===== config.mk =====
export PLATFORM = sky130hd
export DESIGN_NAME = extend_pipe_unit
export DESIGN_NICKNAME = d
export VERILOG_FILES = /design/src/rtl/extend_pkg.sv /design/src/rtl/extend_comb_v3.sv /design/src/rtl/extend_pipe_unit.sv
export SDC_FILE = /design/constraint.sdc
export NUM_CORES = 1
export LEC_CHECK = 0
export BUFFER_PORTS_ARGS = -buffer_cell sky130_fd_sc_hd__buf_2
export CORE_UTILIZATION = 47
export CTS_BUF_LIST = sky130_fd_sc_hd__clkbuf_16
export CTS_CLUSTER_SIZE = 24
export DETAILED_ROUTE_END_ITERATION = 8
export GPL_TIMING_DRIVEN = 0
export PLACE_DENSITY = 0.79
export SLEW_MARGIN = 20
export SYNTH_ARGS = -nofsm -noshare
export SYNTH_HDL_FRONTEND = slang
export SYNTH_SLANG_ARGS = --single-unit

===== constraint.sdc =====
create_clock -name clk -period 1.4 [get_ports clk]
set_clock_uncertainty 0.2 [all_clocks]
set_input_delay 0 -clock clk [delete_from_list [all_inputs] [get_ports clk]]
set_output_delay 0 -clock clk [all_outputs]
set_load 0.02 [all_outputs]

===== src/rtl/extend_pkg.sv =====
// Shared types and constants for the pipelined immediate extender.
//   imm_src_t   : extension mode carried on ImmSrc
//   ext_state_t : prefix-join FSM state
//   LOW_FIELD_W : width of the low immediate field joined under a prefix
//   Z7_W        : width of the short zero-extended field
package extend_pkg;

  typedef enum logic [1:0] {
    IMM_Z11   = 2'b00,
    IMM_ZFULL = 2'b01,
    IMM_S11   = 2'b10,
    IMM_Z7    = 2'b11
  } imm_src_t;

  typedef enum logic {
    IDLE     = 1'b0,
    PREFIXED = 1'b1
  } ext_state_t;

  localparam int unsigned LOW_FIELD_W = 11;
  localparam int unsigned Z7_W        = 7;

endpackage


===== src/rtl/extend_comb_v3.sv =====
// Combinational mode/prefix mux for the immediate extender.
// Ports:
//   a_i          raw immediate field
//   imm_src_i    extension mode
//   prefixed_i   a prefix is latched and waiting to be joined
//   prefix_i     latched upper immediate bits (N-11 wide)
//   ext_imm_o    extended immediate
//   prefix_err_o the latched prefix is dropped because this mode cannot take it
module extend_comb_v3
  import extend_pkg::*;
#(
  parameter int unsigned N  = 24,
  parameter int unsigned IW = 19
) (
  input  logic [IW-1:0]            a_i,
  input  imm_src_t                 imm_src_i,
  input  logic                     prefixed_i,
  input  logic [N-LOW_FIELD_W-1:0] prefix_i,
  output logic [N-1:0]             ext_imm_o,
  output logic                     prefix_err_o
);

  always_comb begin
    ext_imm_o    = '0;
    prefix_err_o = 1'b0;
    if (prefixed_i && (imm_src_i == IMM_Z11 || imm_src_i == IMM_S11)) begin
      // Joined immediate: prefix supplies the upper bits, no sign extension.
      ext_imm_o = {prefix_i, a_i[LOW_FIELD_W-1:0]};
    end else begin
      prefix_err_o = prefixed_i;
      unique case (imm_src_i)
        IMM_Z11:   ext_imm_o[LOW_FIELD_W-1:0] = a_i[LOW_FIELD_W-1:0];
        IMM_ZFULL: ext_imm_o[IW-1:0] = a_i;
        IMM_S11: begin
          ext_imm_o = {N{a_i[LOW_FIELD_W-1]}};
          ext_imm_o[LOW_FIELD_W-1:0] = a_i[LOW_FIELD_W-1:0];
        end
        IMM_Z7:    ext_imm_o[Z7_W-1:0] = a_i[Z7_W-1:0];
        default:   ext_imm_o = '0;
      endcase
    end
  end

endmodule


===== src/rtl/extend_pipe_unit.sv =====
// Pipelined immediate extender with prefix-based long immediates.
// A prefix beat latches upper immediate bits; the next non-prefix beat in mode 00/10
// is joined with it into one N-bit immediate. Output is registered behind a
// valid/ready handshake.
// Ports:
//   clk, rst_n          clock, asynchronous active-low reset
//   flush               clears FSM, prefix and output register; blocks input
//   in_valid/in_ready   input handshake
//   A, ImmSrc           raw immediate field and extension mode
//   in_prefix           beat carries upper immediate bits only
//   in_tag/out_tag      sideband registered alongside the immediate
//   out_valid/out_ready output handshake
//   ExtImm              extended immediate
//   out_prefix_err      latched prefix was dropped for this beat
//   prefix_busy         a prefix is latched (FSM in PREFIXED)
module extend_pipe_unit
  import extend_pkg::*;
#(
  parameter int unsigned N  = 24,
  parameter int unsigned IW = 19,
  parameter int unsigned TW = 8
) (
  input  logic          clk,
  input  logic          rst_n,
  input  logic          flush,
  input  logic          in_valid,
  output logic          in_ready,
  input  logic [IW-1:0] A,
  input  logic [1:0]    ImmSrc,
  input  logic          in_prefix,
  input  logic [TW-1:0] in_tag,
  output logic          out_valid,
  input  logic          out_ready,
  output logic [N-1:0]  ExtImm,
  output logic [TW-1:0] out_tag,
  output logic          out_prefix_err,
  output logic          prefix_busy
);

  localparam int unsigned PW = N - LOW_FIELD_W;

  ext_state_t    state_q, state_d;
  logic [PW-1:0] prefix_q, prefix_d;
  logic          out_valid_q, out_valid_d;
  logic [N-1:0]  ext_imm_q, ext_imm_d;
  logic [TW-1:0] out_tag_q, out_tag_d;
  logic          prefix_err_q, prefix_err_d;

  logic          accept;
  logic [N-1:0]  comb_imm;
  logic          comb_err;

  assign in_ready = !flush && (!out_valid_q || out_ready);
  assign accept   = in_valid && in_ready;

  extend_comb_v3 #(
    .N  (N),
    .IW (IW)
  ) u_comb (
    .a_i          (A),
    .imm_src_i    (imm_src_t'(ImmSrc)),
    .prefixed_i   (state_q == PREFIXED),
    .prefix_i     (prefix_q),
    .ext_imm_o    (comb_imm),
    .prefix_err_o (comb_err)
  );

  always_comb begin
    state_d      = state_q;
    prefix_d     = prefix_q;
    out_valid_d  = out_valid_q;
    ext_imm_d    = ext_imm_q;
    out_tag_d    = out_tag_q;
    prefix_err_d = prefix_err_q;
    if (flush) begin
      state_d      = IDLE;
      prefix_d     = '0;
      out_valid_d  = 1'b0;
      ext_imm_d    = '0;
      out_tag_d    = '0;
      prefix_err_d = 1'b0;
    end else if (accept) begin
      if (in_prefix) begin
        // A prefix produces no output; any beat held in the register was consumed.
        prefix_d    = A[PW-1:0];
        state_d     = PREFIXED;
        out_valid_d = 1'b0;
      end else begin
        ext_imm_d    = comb_imm;
        out_tag_d    = in_tag;
        prefix_err_d = comb_err;
        out_valid_d  = 1'b1;
        state_d      = IDLE;
      end
    end else if (out_ready) begin
      out_valid_d = 1'b0;
    end
  end

  always_ff @(posedge clk or negedge rst_n) begin
    if (!rst_n) begin
      state_q      <= IDLE;
      prefix_q     <= '0;
      out_valid_q  <= 1'b0;
      ext_imm_q    <= '0;
      out_tag_q    <= '0;
      prefix_err_q <= 1'b0;
    end else begin
      state_q      <= state_d;
      prefix_q     <= prefix_d;
      out_valid_q  <= out_valid_d;
      ext_imm_q    <= ext_imm_d;
      out_tag_q    <= out_tag_d;
      prefix_err_q <= prefix_err_d;
    end
  end

  assign out_valid      = out_valid_q;
  assign ExtImm         = ext_imm_q;
  assign out_tag        = out_tag_q;
  assign out_prefix_err = prefix_err_q;
  assign prefix_busy    = (state_q == PREFIXED);

endmodule


==> flow_summary.yaml, run 1 <==
status:
  status: "complete, but fails checks"
  violations: "negative setup slack"
setup_path:
  crit_path_max_fanout: 7
  worst_ep_required_time_ns: 1.36
  rrSetupSlack_ns: -0.24
  startpoint: "prefix_busy$_DFFE_PN0P_"
  cp-end-kind: "flip-flop"
  rr_worst_depth: 4
  regToRegStartpoint: "prefix_busy$_DFFE_PN0P_"
  r2r_end: "ExtImm[17]$_DFFE_PN0P_"
  start_kind: "flip-flop"
  arrival_ns: 1.60
  path_class: "reg2reg"
timing:
  setup_viol: 48
  finalMaxSlewViolations: 0
  fin_ws_ns: -0.244
  post-route-period-util_pct: 117
  hold_ws_ns: 0.000292
  rsz0062_at_grt: "true"
  final-hold-violation-count: 0
  slew_headroom_pct: 59.5
  min_period_ns: 1.64
  worst_pin_slew_ns: 0.608
  fin_tns_setup_ns: -5.65
  timing.fmax_ghz: 0.608
logic_synthesis:
  syn_inst: 222
  yosysSeqAreaShare_pct: 47.2
  synth_commonest_cells: "48 x dfrtp_1, 22 x nor2b_1, 14 x mux2_2"
  async_flop_share_pct: 100
  synth_largest_area_cell: "dfrtp_1"
  synth.net_count: 261
  ys_ff_latch: 48
  synthesis.area_um2: 2540
  yosysMostFrequentCell: "dfrtp_1"
  synth_top_cell_area_share_pct: 47.2
  ys_warn_count: 0
  synth.area.top_cells: "dfrtp_1 47%, mux2_2 6.2%, nor2b_1 5.4%, mux2_4 3.5%, a22o_1 2.8%"
  synth_flop_cell: "dfrtp_1"
  synth.avg_cell_area_um2: 11.5
  synth_edf_count: 0
  synth_cell_types: 36
clocking:
  clk_pin_slew_ns: 0.07
  clk_latency_ns: 0.29
  cts_root_buf: "clkbuf_16"
  cts_sinks: 48
  cts_tree: "yes"
  clk_path_buf_depth: 2
  h-tree-depth: 2
  cts_buffers: 5
finish:
  area_growth_pct: 54.9
  num_antenna_cells: 0
  drive_gt1_share_pct: 48.7
  fin_nets: 379
  final_area_um2: 3940
drt:
  first_pass_iters: 4
  viasPerCell: 5.68
  wire_per_inst_um: 18.4
  drt_iter0_markers: 144
  drc: 0
  ant_nets: 0
  num_vias: 2335
  wl_um: 7570
global_route:
  met1_usage_pct: 33.5
  grt_pass1_vias: 2279
  grt_use_met2_pct: 45.5
  grt_overflow_total: 0
  grt_pass1_wl_um: 11300
  use_met3_pct: 6.61
  gr-max-usage-layer: "met2"
  grt_max_degree: 49
  grtUsageTotal_pct: 26.6
  antenna_found_initial: 0
min_path:
  hold_path_depth: 4
  min_delay_worst_endpoint: "ExtImm[15]$_DFFE_PN0P_"
  hold_start: "A[15]"
  hp-class: "in2reg"
placement:
  hpwl_um: 4270
  post_dp_cell_area_um2: 3120
  portBuffers: 70
  pre_cts_ws_ns: -0.262
  globalplace.congestion: 0.793
power_and_ir_drop:
  p_leak_uw: 0.00183
  cellPowerDensity_nw_per_um2: 973
  peakVddDrop_v: 0.000682
run:
  cap_violations: 0
floorplan:
  die_w_um: 75.6
  die_h_um: 75.6
  dieArea_um2: 5710
  num_rows: 26
  pin_count: 71
  core_area_um2: 5170
  start_util_pct: 49.2
[repair_timing]
action | 4_1_cts | 5_1_grt
pin swaps | 19 | 10
cloned | 3 | 1
endpoints found under the setup margin | 48 | 49
setup buffers | 11 | 1
hold buffers | 24 | 1
endpoints found under the hold margin | 82 | 48
resized for setup | 24 | 23
[cells by family after synthesis]
logic type	synth area share, %
buffers and inverters	6.10
multiplexers	10.1
adder cells (fa/ha/maj)	1.97
AO/OA/AOI/OAI	21.0
flip-flops	47.2
AND/OR/NAND/NOR	13.5
[registers in the layout (all words and copies together), names as in the netlist]
name and flops:
ExtImm 24, out_prefix_err 1, prefix_busy 1, prefix_q 13
out_valid 1, out_tag 8
[layer usage]
layer	vias to the layer above	part of all wire, %
met4	0	2.9
met3	25	5.6
li1	1066	-
met1	1150	40
met5	-	0
met2	94	51
[layout by cell type (no fill, tap or decap), types with 3 or more instances in the layout]
cell / instances
nand4_1: 8
a22o_1: 8
buf_4: 7
nand2_1: 11
ha_1: 4
mux2_4: 7
mux2_2: 13
o31ai_4: 3
buf_2: 76
nor2b_1: 22
nand3_4: 3
o31ai_2: 3
clkbuf_16: 6
buf_6: 12
dlygate4sd3_1: 25
a32o_1: 4
nand3_1: 8
clkbuf_1: 3
a21oi_2: 6
a22oi_1: 7
a21oi_1: 7
a211oi_1: 3
a31oi_1: 5
a2111oi_4: 8
dfrtp_1: 46
inv_1: 4
buf_12: 4
[per-stage QoR]
step,std cells,util (%),total power (µW)
2_1_floorplan,222,-,1900
3_3_place_gp,362,60.3,2100
3_5_place_dp,362,60.3,2110
4_1_cts,408,73.1,3760
5_1_grt,411,76.1,3950
6_report,411,76.1,3830
[worst max-delay path by stage]
stage	end	slack [ns]
floorplan	ExtImm[0]$_DFFE_PN0P_	-0.13
global placement	ExtImm[15]$_DFFE_PN0P_	-0.18
global route	ExtImm[17]$_DFFE_PN0P_	-0.25
finish	ExtImm[17]$_DFFE_PN0P_	-0.24
CTS	ExtImm[15]$_DFFE_PN0P_	-0.16
detailed placement	ExtImm[15]$_DFFE_PN0P_	-0.26
[worst max-delay path: stages, from the launching register on]
cell and delay (ns):
dfrtp_2 0.46, o21a_4 0.18, buf_12 0.16, a2111oi_4 0.36, a22oi_2 0.16
[final cells by class]
type | count | area [µm²]
buffer | 23 | 194
clock buffer | 5 | 125
clock inverter | 3 | 68.8
fill | 331 | 1230
inverter | 4 | 15.0
multi-input combinational | 148 | 1440
sequential | 48 | 1200
tap | 70 | 87.6
timing repair buffer | 110 | 806
[power by group]
| part | switching [µW] | internal [µW] | leakage, µW | total, µW |
|---|---|---|---|---|
| Combinational | 411 | 343 | 0.00109 | 753 |
| Sequential | 53.4 | 1460 | 0.000647 | 1510 |
| Clock | 535 | 1030 | 0.0000944 | 1570 |
Note: power is estimated with default switching activity, not from simulation.
==> run 2, diff against run 1 <==
- MAX_ROUTING_LAYER: unset -> met4
==> run 2 against run 1 <==
  * The flow finishes with violations (negative hold slack, negative setup slack)
  * Maximum frequency grew 3.7%
  * Routed wire length grew 2.5%
  * Via count grew 0.69%
  * Total power grew 0.22%
  * Setup slack gained 0.059 ns
  * Utilization grew 0.39 points
  * Register-to-register slack gained 0.06 ns
  * Hold slack lost 0.0036 ns
  * Final area grew 0.51%
  * Sequential share of layout area shrank 0.15 points
  * Critical endpoint is now ExtImm[14]$_DFFE_PN0P_
  * Largest power group unchanged
==> flow_summary.yaml, run 2 (synthesized netlist as in run 1, its figures left out) <==
power_and_ir_drop:
  power_frac_seq_pct: 39.4
  intPower_uw: 2830
  p_leak_uw: 0.00184
  p_total_uw: 3840
  power_frac_clock_pct: 40.8
  switching_share_pct: 26.2
  cellPowerDensity_nw_per_um2: 970
  pwr-share-comb_pct: 19.8
  peakVddDrop_v: 0.000683
  switchingPower_uw: 1010
status:
  violations: "negative hold slack, negative setup slack"
  status: "complete, but fails checks"
drt:
  wl_um: 7760
  drt_iter0_markers: 180
  ant_nets: 0
  num_vias: 2351
  first_pass_iters: 4
  wire_per_inst_um: 18.8
  drc: 0
  viasPerCell: 5.71
global_route:
  grt_max_degree: 49
  grt_overflow_total: 0
  grt_pass1_wl_um: 11200
  antenna_found_initial: 0
  grtUsageTotal_pct: 27.3
  grt_pass1_vias: 2290
timing:
  finalMaxSlewViolations: 0
  timing.fmax_ghz: 0.631
  final-hold-violation-count: 1
  worst_pin_slew_ns: 0.595
  post-route-period-util_pct: 113
  hold_ws_ns: -0.00336
  slew_headroom_pct: 60.4
  min_period_ns: 1.59
  setup_viol: 48
  fin_ws_ns: -0.185
  rsz0062_at_grt: "true"
min_path:
  hold_start: "A[13]"
  hp-class: "in2reg"
  min_delay_worst_endpoint: "ExtImm[13]$_DFFE_PN0P_"
  hold_path_depth: 4
finish:
  num_antenna_cells: 0
  final_util_pct: 76.5
  most-common-layout-cells: "76 x buf_2, 46 x dfrtp_1, 25 x dlygate4sd3_1"
  fin_nets: 380
  largest_reg_flops: 24
  area_growth_pct: 55.7
  drive_gt1_share_pct: 49.1
  final_cells: 412
  final_common_cell: "buf_2"
clocking:
  clk_latency_ns: 0.29
  h-tree-depth: 2
  cts_sinks: 48
  cts_root_buf: "clkbuf_16"
  cts_tree: "yes"
  clk_pin_slew_ns: 0.07
  clk_path_buf_depth: 2
  cts_buffers: 5
placement:
  hpwl_um: 4270
  portBuffers: 70
  place_inst: 362
  globalplace.congestion: 0.805
run:
  cap_violations: 0
floorplan:
  die_h_um: 75.6
  num_rows: 26
  core_area_um2: 5170
  dieArea_um2: 5710
  start_util_pct: 49.2
  die_w_um: 75.6
  pin_count: 71
setup_path:
  rrSetupSlack_ns: -0.19
  r2r_end: "ExtImm[14]$_DFFE_PN0P_"
  worst_ep_required_time_ns: 1.35
  max_stage_delay_ns: 0.45
  critPathTopFamily: "compound AO/OA/AOI/OAI gates"
  arrival_ns: 1.54
  crit_path_max_fanout: 7
  cp-end-kind: "flip-flop"
  rr_worst_depth: 4
  regToRegStartpoint: "prefix_busy$_DFFE_PN0P_"
  path_class: "reg2reg"
  crit_chain: "o21a_4, buf_12, a2111oi_4, a22oi_1"
  start_kind: "flip-flop"
  cp_slowest_cell: "dfrtp_2"
  cp_num_buf_inv: 1
==> run 2: layout make-up <==
cell class | instances | area [µm²]
multi-input combinational | 148 | 1440
fill | 339 | 1210
sequential | 48 | 1200
timing repair buffer | 111 | 820
buffer | 23 | 194
clock buffer | 5 | 125
tap | 70 | 87.6
clock inverter | 3 | 68.8
inverter | 4 | 15.0
==> run 2: layer usage <==
metal | vias to the layer above | global-route usage, % | wire length (µm)
met2 | 99 | 45.6 | 4190
met1 | 1168 | 33.2 | 3080
li1 | 1070 | - | -
met4 | 0 | 7.61 | 99
met5 | - | - | 0
met3 | 14 | 6.48 | 388
==> run 2: how the worst max path moves through the flow <==
stage                            start                endpoint  slack [ns]  cells after the start
2_1_floorplan    out_valid$_DFFE_PN0P_   ExtImm[0]$_DFFE_PN0P_       -0.13                      5
3_5_place_dp                 ImmSrc[0]  ExtImm[15]$_DFFE_PN0P_       -0.26                      7
4_1_cts        prefix_busy$_DFFE_PN0P_  ExtImm[15]$_DFFE_PN0P_       -0.16                      4
5_1_grt          out_valid$_DFFE_PN0P_                in_ready       -0.23                      5
6_report       prefix_busy$_DFFE_PN0P_  ExtImm[14]$_DFFE_PN0P_       -0.19                      4
3_3_place_gp                 ImmSrc[0]  ExtImm[15]$_DFFE_PN0P_       -0.18                      7
==> run 2: power groups by stage <==
| stage | sequential [µW] | combinational [µW] | clock, µW |
|---|---|---|---|
| finish | 1510 | 759 | 1570 |
| floorplan | 1590 | 310 | 0 |
| CTS | 1510 | 694 | 1560 |
| detailed placement | 1530 | 580 | 0 |
| global route | 1520 | 809 | 1640 |
| global placement | 1530 | 571 | 0 |
==> run 2: what timing repair did <==
action | 4_1_cts | 5_1_grt
endpoints found under the setup margin | 48 | 49
hold buffers | 24 | 1
gates cloned | 3 | 2
pin swaps | 19 | 16
endpoints found under the hold margin | 82 | 48
setup buffers | 11 | 1
resized for setup | 24 | 19
==> run 2: stage by stage <==
stage / worst slack (ns) / hold WS [ns] / setup TNS (ns) / area, µm²
after global routing: -0.231 / 0.00631 / -7.94 / 3960
after floorplan: -0.132 / -0.496 / -2.90 / 2680
after global placement: -0.180 / 0.0327 / -3.96 / 3120
after detailed placement: -0.262 / 0.0350 / -5.75 / 3120
after CTS: -0.159 / -0.258 / -4.38 / 3780
final: -0.185 / -0.00336 / -5.95 / 3960
==> run 2: worst min-delay path, delay by kind of cell <==
family | cells | cell delay, ns
AOI/OAI and AO/OA | 2 | 0.25
and+or+nand+nor | 1 | 0.08
buffers and inverters | 1 | 0.10
==> run 3, diff against run 2 <==
- SYNTH_HIERARCHICAL: unset -> 1
==> run 3 against run 2 <==
  * The run still ends with negative hold slack, negative setup slack left
  * Global-route usage down 5.2 points
  * Sequential share of layout area is 2.4 points higher
  * Sequential power is essentially flat
  * Die area up 1.7%
  * Area after synthesis increased by 1.7%
  * Count of clock-buffer cells in the layout unchanged
  * Highest routed layer unchanged
  * Combinational power shrank 23%
  * Total power shrank 12%
  * First-iteration DRC count is 41% lower
  * Register-to-register slack worse by 0.18 ns
==> flow_summary.yaml, run 3 <==
status:
  status: "complete, but fails checks"
  violations: "negative hold slack, negative setup slack"
drt:
  drc: 0
  wire_per_inst_um: 15.2
  viasPerCell: 5.10
  wl_um: 6000
  num_vias: 2010
  ant_nets: 0
  first_pass_iters: 4
  drt_iter0_markers: 107
finish:
  final_area_um2: 3660
  final_util_pct: 70.4
  most-common-layout-cells: "71 x buf_2, 47 x dfrtp_1, 46 x nor2b_1"
  seq_area_um2: 1200
  multi_input_area_um2: 1320
  final_common_cell: "buf_2"
  area_growth_pct: 41.7
  num_antenna_cells: 0
  largest_reg_flops: 24
  final_cells: 394
  nFillCells: 375
  drive_gt1_share_pct: 47.2
  fin_nets: 362
logic_synthesis:
  synth.net_count: 255
  synth_cell_types: 27
  synth_commonest_cells: "48 x dfrtp_1, 46 x nor2b_1, 44 x mux2_2"
  synth_largest_area_cell: "dfrtp_1"
  synth_flop_cell: "dfrtp_1"
  synth_edf_count: 0
  ys_ff_latch: 48
  synth_top_cell_area_share_pct: 46.4
  synth.avg_cell_area_um2: 12.0
  yosysMostFrequentCell: "dfrtp_1"
  async_flop_share_pct: 100
  synth.area.top_cells: "dfrtp_1 46%, mux2_2 19%, nor2b_1 11%, buf_4 2.9%, a22oi_1 2.3%"
  yosysSeqAreaShare_pct: 46.4
  syn_inst: 216
  ys_warn_count: 6
  synthesis.area_um2: 2590
power_and_ir_drop:
  intPower_uw: 2580
  switching_share_pct: 23.4
  switchingPower_uw: 789
  power_frac_clock_pct: 38.6
  cellPowerDensity_nw_per_um2: 919
  p_leak_uw: 0.00184
  pwr-share-comb_pct: 17.4
  power_frac_seq_pct: 44.0
  peakVddDrop_v: 0.000662
setup_path:
  crit_chain: "nor2b_4, nor4b_4, buf_6, clkbuf_16, mux2_4"
  max_stage_delay_ns: 0.40
  worst_ep_required_time_ns: 1.36
  cp-end-kind: "flip-flop"
  crit_path_max_fanout: 6
  arrival_ns: 1.73
  path_class: "reg2reg"
  cp_slowest_cell: "dfrtp_2"
  start_kind: "flip-flop"
timing:
  min_period_ns: 1.77
  timing.fmax_ghz: 0.565
  finalMaxSlewViolations: 0
  setup_viol: 47
  hold_ws_ns: -0.139
  rsz0062_at_grt: "true"
  final-hold-violation-count: 2
  post-route-period-util_pct: 126
  slew_headroom_pct: 59.4
  worst_pin_slew_ns: 0.609
  fin_ws_ns: -0.369
floorplan:
  die_w_um: 76.2
  pin_count: 71
  start_util_pct: 49.7
  die_h_um: 76.2
  num_rows: 26
  core_area_um2: 5200
  dieArea_um2: 5800
clocking:
  cts_sinks: 48
  h-tree-depth: 2
  cts_root_buf: "clkbuf_16"
  clk_path_buf_depth: 2
  cts_tree: "yes"
  clk_latency_ns: 0.28
  clk_pin_slew_ns: 0.06
  cts_buffers: 5
global_route:
  grt_pass1_wl_um: 9870
  grt_pass1_vias: 2102
  antenna_found_initial: 0
  grtUsageTotal_pct: 22.2
  grt_max_degree: 49
  grt_overflow_total: 0
placement:
  place_inst: 356
  globalplace.congestion: 0.825
  hpwl_um: 3850
  post_dp_cell_area_um2: 3030
  portBuffers: 70
run:
  cap_violations: 0
min_path:
  hp-class: "in2reg"
[run 3: cell count changes in the layout (fill, tap and decap cells not counted), moves of 9 or more]
cell | previous run | this run
a2111oi_4 | 9 | 0
mux2_4 | 7 | 28
nand2_1 | 11 | 2
nor2b_1 | 22 | 46
[run 3: final timing paths]
check,startpoint,end,slack (ns),cells after the start
setup reg to reg,out_valid$_DFFE_PN0P_,out_tag[1]$_DFFE_PN0P_,-0.37,5
hold / removal,out_ready,out_valid$_DFFE_PN0P_,-0.14,3
setup / recovery,out_valid$_DFFE_PN0P_,out_tag[1]$_DFFE_PN0P_,-0.37,5
min in group asynchronous,rst_n,ExtImm[2]$_DFFE_PN0P_,0.07,2
max in group asynchronous,rst_n,out_valid$_DFFE_PN0P_,0.49,2
hold reg to reg,prefix_q[9]$_DFFE_PN0P_,ExtImm[20]$_DFFE_PN0P_,0.42,2
[run 3: stage by stage]
stage / setup TNS, ns / total power [µW] / setup slack (ns)
floorplan: -15.92 / 1790 / -0.452
global placement: -21.97 / 1960 / -0.603
detailed placement: -22.35 / 1970 / -0.614
CTS: -13.57 / 3370 / -0.352
global route: -15.72 / 3500 / -0.414
finish: -13.73 / 3370 / -0.369
[run 3: worst max-delay path: cells and delay by family, from the launching register on]
family	cells	cell delay, ns
DFF	1	0.40
and+or+nand+nor	2	0.36
buffers and inverters	2	0.38
muxes	1	0.30
[run 3: layer usage]
layer  wire length (µm)  up-vias  share of wire [%]  global-route usage (%)
li1                   -      965                  -                       -
met5                  0        -                  0                       -
met3                345       11                5.8                    4.43
met4                 93        0                1.6                    7.31
met1               2710      956                 45                    27.9
met2               2850       78                 47                    36.0
[run 3: what timing repair did]
item / in CTS / in global routing
setup buffers: 4 / 0
resized for setup: 18 / 23
hold endpoints to repair: 81 / 49
cloned: 1 / 2
hold buffers: 22 / 1
pin swaps: 1 / 1
setup endpoints to repair: 48 / 48
[run 3: cell type report]
| cell class | count | area share, % |
|---|---|---|
| inverters | 4 | 0.410 |
| flip-flops and latches | 48 | 32.8 |
| clock inverters | 3 | 1.02 |
| multi-input cells | 141 | 36.1 |
| repair buffers | 100 | 18.6 |
| plain buffers | 23 | 5.23 |
| well taps | 70 | 2.39 |
| clock buffers | 5 | 3.42 |
[run 3: power groups by stage]
stage               Combinational, µW  Sequential [µW]  Clock, µW
floorplan                         236             1550          0
global placement                  458             1500          0
detailed placement                467             1510          0
CTS                               547             1480       1340
global route                      635             1490       1380
finish                            586             1480       1300
[run 3: cells by family (layout without fill, tap and decap cells)]
kind of cell / after synthesis / count (layout) / share of synthesized area (%)
compound gates: 37 / 37 / 10.9
fa+ha+maj: 4 / 4 / 1.94
buf+inv: 27 / 135 / 6.77
flops: 48 / 48 / 46.4
mux: 46 / 46 / 20.0
simple gates: 54 / 54 / 13.9
